===== src/rtl/neuron_pkg.sv =====
// neuron_pkg: shared FSM state encoding and leaky-ReLU slope shift for neuron_act_stage.
package neuron_pkg;
  typedef enum logic [1:0] {IDLE, BIAS, ACT, PUSH} state_t;
  localparam int ACT_LEAK_SHIFT = 3;
endpackage


===== src/rtl/act_fifo.sv =====
// act_fifo: synchronous show-ahead FIFO; head is presented whenever non-empty.
module act_fifo #(
  parameter int OUT_W = 8,
  parameter int DEPTH = 4
) (
  input  logic             clk,
  input  logic             rst,
  input  logic             i_push,
  input  logic [OUT_W-1:0] i_data,
  input  logic             i_pop,
  output logic [OUT_W-1:0] o_data,
  output logic             o_full,
  output logic             o_empty
);
  localparam int AW = $clog2(DEPTH);
  logic [OUT_W-1:0] r_mem [DEPTH];
  logic [AW-1:0] r_wr, r_rd;
  logic [AW:0] r_cnt;
  logic w_pop, w_push;
  assign w_pop = i_pop & ~o_empty;
  assign w_push = i_push & (~o_full | w_pop);
  assign o_full = r_cnt == (AW+1)'(DEPTH);
  assign o_empty = r_cnt == '0;
  assign o_data = o_empty ? '0 : r_mem[r_rd];
  always_ff @(posedge clk or negedge rst) begin
    if (!rst) begin
      r_wr <= '0;
      r_rd <= '0;
      r_cnt <= '0;
    end else begin
      if (w_push) r_wr <= r_wr + 1'b1;
      if (w_pop) r_rd <= r_rd + 1'b1;
      r_cnt <= r_cnt + (AW+1)'(w_push) - (AW+1)'(w_pop);
    end
  end
  always_ff @(posedge clk) begin
    if (w_push) r_mem[r_wr] <= i_data;
  end
endmodule


===== src/rtl/neuron_act_stage.sv =====
// neuron_act_stage: bias add, ReLU and saturating requantization of neuron results into a FIFO.
// Define NEURON_ACT_LEAKY_EN to pass negatives through a leaky slope instead of clamping to zero.
module neuron_act_stage
  import neuron_pkg::*;
#(
  parameter int IN_W  = 16,
  parameter int OUT_W = 8,
  parameter int SHIFT = 4,
  parameter int DEPTH = 4
) (
  input  logic             clk,
  input  logic             rst,
  input  logic [IN_W-1:0]  in_data,
  input  logic             in_ready,
  input  logic [IN_W-1:0]  bias,
  output logic [OUT_W-1:0] out_data,
  output logic             out_valid,
  input  logic             out_ack,
  output logic             full,
  output logic             busy,
  output logic             drop_err
);
  localparam logic signed [IN_W:0] P_MAX = (IN_W+1)'((1 << (OUT_W-1)) - 1);
  localparam logic signed [IN_W:0] P_MIN = ~P_MAX;
  state_t r_state, w_next;
  logic r_in_ready_d, r_drop;
  logic [IN_W-1:0] r_data, r_bias;
  logic signed [IN_W:0] r_sum, w_pos;
  logic [OUT_W-1:0] r_res, w_act;
  logic w_event, w_push, w_empty;
  assign w_event = in_ready & ~r_in_ready_d;
  assign busy = r_state != IDLE;
  assign out_valid = ~w_empty;
  assign drop_err = r_drop;
  assign w_pos = r_sum >>> SHIFT;
`ifdef NEURON_ACT_LEAKY_EN
  logic signed [IN_W:0] w_neg;
  assign w_neg = r_sum >>> (SHIFT + ACT_LEAK_SHIFT);
  assign w_act = r_sum[IN_W] ? (w_neg < P_MIN ? P_MIN[OUT_W-1:0] : w_neg[OUT_W-1:0])
                             : (w_pos > P_MAX ? P_MAX[OUT_W-1:0] : w_pos[OUT_W-1:0]);
`else
  assign w_act = r_sum[IN_W] ? '0 : (w_pos > P_MAX ? P_MAX[OUT_W-1:0] : w_pos[OUT_W-1:0]);
`endif
  always_ff @(posedge clk or negedge rst) begin
    if (!rst) r_state <= IDLE;
    else r_state <= w_next;
  end
  always_comb begin
    w_next = r_state;
    w_push = 1'b0;
    unique case (r_state)
      IDLE: w_next = w_event ? BIAS : IDLE;
      BIAS: w_next = ACT;
      ACT:  w_next = PUSH;
      PUSH: begin
        w_push = ~full | out_ack;
        w_next = w_push ? IDLE : PUSH;
      end
    endcase
  end
  always_ff @(posedge clk or negedge rst) begin
    if (!rst) begin
      r_in_ready_d <= 1'b0;
      r_drop <= 1'b0;
      r_data <= '0;
      r_bias <= '0;
      r_sum <= '0;
      r_res <= '0;
    end else begin
      r_in_ready_d <= in_ready;
      if (w_event && r_state != IDLE) r_drop <= 1'b1;
      if (w_event && r_state == IDLE) begin
        r_data <= in_data;
        r_bias <= bias;
      end
      // one guard bit makes the bias add overflow-free
      if (r_state == BIAS) r_sum <= {r_data[IN_W-1], r_data} + {r_bias[IN_W-1], r_bias};
      if (r_state == ACT) r_res <= w_act;
    end
  end
  act_fifo #(.OUT_W(OUT_W), .DEPTH(DEPTH)) u_fifo (
    .clk(clk),
    .rst(rst),
    .i_push(w_push),
    .i_data(r_res),
    .i_pop(out_ack),
    .o_data(out_data),
    .o_full(full),
    .o_empty(w_empty)
  );
endmodule


===== config.mk =====
export PLATFORM = sky130hd
export DESIGN_NAME = neuron_act_stage
export DESIGN_NICKNAME = d
export VERILOG_FILES = /design/src/rtl/neuron_pkg.sv /design/src/rtl/act_fifo.sv /design/src/rtl/neuron_act_stage.sv
export SDC_FILE = /design/constraint.sdc
export NUM_CORES = 1
export LEC_CHECK = 0
export BUFFER_PORTS_ARGS = -buffer_cell sky130_fd_sc_hd__buf_2
export CAP_MARGIN = 5
export CELL_PAD_IN_SITES_DETAIL_PLACEMENT = 1
export CELL_PAD_IN_SITES_GLOBAL_PLACEMENT = 1
export CORE_UTILIZATION = 51
export CTS_CLUSTER_SIZE = 25
export DETAILED_ROUTE_END_ITERATION = 12
export PLACE_DENSITY = 0.89
export SYNTH_ARGS = -nofsm -noshare
export SYNTH_HDL_FRONTEND = slang
export SYNTH_SLANG_ARGS = --single-unit

===== constraint.sdc =====
create_clock -name clk -period 5.4 [get_ports clk]
set_clock_uncertainty 0.1 [all_clocks]
set_input_delay 0.54 -clock clk [delete_from_list [all_inputs] [get_ports clk]]
set_output_delay 0.54 -clock clk [all_outputs]
set_load 0.02 [all_outputs]

==> run summary <==
Root Driver: clkbuf_8
Slowest stage delay, CP: 0.51 ns
WP data arrival: 2.83 ns
Gpl congestion: 0.8735
Worst min-delay path class: primary input to register
DP Worst Slack: 2.757 ns
Setup violations, final: 0
CP max FO: 10
Fraction of registers with async set/reset: 0.6667
Initial antenna violation count: 0
Worst setup SP type: register
Sink Count: 96
Max_slew headroom: 0.4680
Largest family of logic cells by synthesized area: multiplexers
Clock Path Buffers: 2
Synth Area in Simple Gates: 0.09704
Ys Warns: 0
Clock slew at reported path FFs: 0.10 ns
Post-Synth Adder-Cell Area: 0.06248
Main synth FF type: dfrtp_1
Via-to-Cell Ratio: 5.586
Syn-to-layout area delta: 11.17%
Syn nets: 417
Largest net degree at the start of global routing: 65
H-tree depth: 3
Post-synthesis instance area: 0.004526 mm^2
Max Cap Violations: 0
Initial Util: 0.5241
Fraction of layout cells with a size suffix above 1: 0.2665
Worst-Skew Late Latency: 0.37 ns
Final #Nets: 462
Synth area leader: dfrtp_1
Post-synth cell types: 48
Initial drt markers: 64
Post-CTS Setup Bufs: 0
Mux cell area share after synthesis: 0.1219
Top-Level Pins: 48
First-pass GRT wire length: 14.63 mm
Final wirelength: 8.934 mm
Synthesis-stage register bit count: 96
Post-synth top area share: 0.3539
Core Region: 0.008636 mm^2
Post-DRT Antenna Nets: 0
Slowest CP cell: or3_1
Number of global-route vias before repair: 3075
Die width: 96.20 um
Drt drc: 1
Status: finished, violations left
EDFF count, synth: 32
Slew @ Worst Pin: 0.7980 ns
PD cells: 658.5 mW/mm^2
Combinational share of power: 0.469
CTS-repair resized insts: 0
Cell leakage power: 2.100 nW
Setup TNS: 0 ns
Critical path type: register to register
Slew Viols, Final: 0
R2r setup slk: 2.76 ns
DR WL/cell: 17.28 um
Clock Power Share: 0.142
Failing checks: DRC
Filler cells: 891
Max frequency: 379.1 MHz
Mean Syn Cell Area: 12.61 um^2
Die area: 0.009254 mm^2
Site Rows: 34
Sequential share of the synthesized area: 0.5662
Synth Area in XOR/XNOR: 0.01935
CP delay by family, top: adder cells
Grt total ovfl: 0
RSZ-0062 raised after global routing: false
Synth Area in Compound Gates: 0.1028
Routed vias: 2888
HPWL Detailed: 6.536 mm
# hold bufs at CTS: 0
Router iterations before antenna repair: 8
Crit path required time: 5.59 ns
Sequential share of power: 0.389
Final hold vios: 0
CTS tree: yes
Syn Inst Count: 359
Period utilisation layout: 0.4885
Critical path buffer and inverter count: 2
GRT Util Overall: 0.2139
Critical Path End Type: register
Antenna Cells: 0
Cells along the critical path: or3_1 > and2_1 > ha_1 > inv_1 > ha_1 > inv_1 > fa_1 > xnor2_1 > xnor2_1
PnR worst setup slack: 2.762 ns
Maximum vdd drop: 0.0003091 V
TritonCTS Buffers: 9
Internal power: 0.001959 W
Switching Share: 0.4086
IO buf count: 47
Die Ht: 96.20 um
Post-synth top cells: 64 x dfrtp_1, 33 x mux2_2, 32 x edfxtp_1
Most frequent cell after synthesis: dfrtp_1
NetSw: 0.001354 W
Synth top area cells: dfrtp_1 35%, edfxtp_1 21%, mux2_2 8.2%
Fin crit period: 2.638 ns
## layout make-up
class                   instances  area [um^2]  share of cell area
clock inverters                 7        70.07             0.01393
clock buffers                   9        123.9             0.02462
repair buffers                 49        250.2             0.04974
well taps                     108        135.1             0.02686
multi-input cells             232         1829              0.3636
flip-flops and latches         96         2562              0.5093
inverters                      16        60.06             0.01194
## placed cells by master, fill, tap and decap left out, types with 3 or more instances in the layout
cell	count
dfrtp_1	64
buf_2	47
mux2_2	33
edfxtp_1	32
nand2_1	30
nor2_1	22
ha_1	21
inv_1	16
and2_1	14
a21oi_1	14
o21ai_0	13
o31ai_1	12
clkbuf_8	9
mux4_2	8
o21a_1	6
nor3_1	6
xnor2_1	5
nand4_1	5
xor2_1	5
nand2b_1	3
nand3_1	3
a221oi_1	3
o211ai_1	3
o2111ai_1	3
## cells by family after synthesis
family,count (synthesis)
adders and majority gates,22
and+or+nand+nor,92
DFF,96
muxes,41
AOI/OAI and AO/OA,67
xor gates and xnor gates,10
buffers and inverters,31
## final timing paths
path / to / cells after the start / from
worst max register to register: u_fifo.r_cnt[2] / 9 / u_fifo.r_cnt[0]
worst min register to register: r_sum[15] / 2 / r_sum[15]
max in group asynchronous: r_data[3] / 2 / rst
worst min-delay path: r_in_ready_d / 1 / in_ready
worst max-delay path: u_fifo.r_cnt[2] / 9 / u_fifo.r_cnt[0]
min in group asynchronous: r_res[5] / 2 / rst
## state kept, by name, indices dropped and copies added (netlist names)
signal        flops
drop_err          1
r_bias           16
r_data           16
r_in_ready_d      1
r_res             8
r_state           2
r_sum            13
u_fifo.r_cnt      3
u_fifo.r_mem     32
u_fifo.r_rd       2
u_fifo.r_wr       2
## power groups by stage
stage          clock [W]  combinational, W  sequential, W
4_1_cts         0.000478           0.00156        0.00130
6_report        0.000470           0.00155        0.00129
3_5_place_dp           0           0.00155        0.00131
3_3_place_gp           0           0.00146        0.00128
2_1_floorplan          0           0.00124        0.00120
5_1_grt         0.000509           0.00173        0.00134
## worst register-to-register path, delay by kind of cell (launching register included)
| family | cells | cell delay, ns |
|---|---|---|
| adders and majority gates | 3 | 0.83 |
| xor gates and xnor gates | 2 | 0.36 |
| buffers and inverters | 2 | 0.11 |
| DFF | 1 | 0.41 |
| and+or+nand+nor | 2 | 0.76 |
## metal layers
| metal | vias to the layer above | routed length (um) | GRT usage |
|---|---|---|---|
| met5 | - | 0 | 0 |
| met4 | 0 | 89 | 0.06343 |
| met2 | 48 | 4595 | 0.3688 |
| met1 | 1442 | 3998 | 0.2682 |
| met3 | 8 | 250 | 0.04818 |
| li1 | 1390 | - | - |
## through the flow
step	hold WS [ns]	total power, W	util	area, um^2	instances
after CTS	0.1849	0.003342	0.5826	5031	517
after floorplan	0.1444	0.002443	-	4526	359
final	0.1891	0.003313	0.5826	5031	517
after global placement	0.3575	0.002739	0.5601	4837	501
after detailed placement	0.3710	0.002860	0.5601	4837	501
after global routing	0.1751	0.003576	0.5826	5031	517
Note: power is estimated with default switching activity, not from simulation.
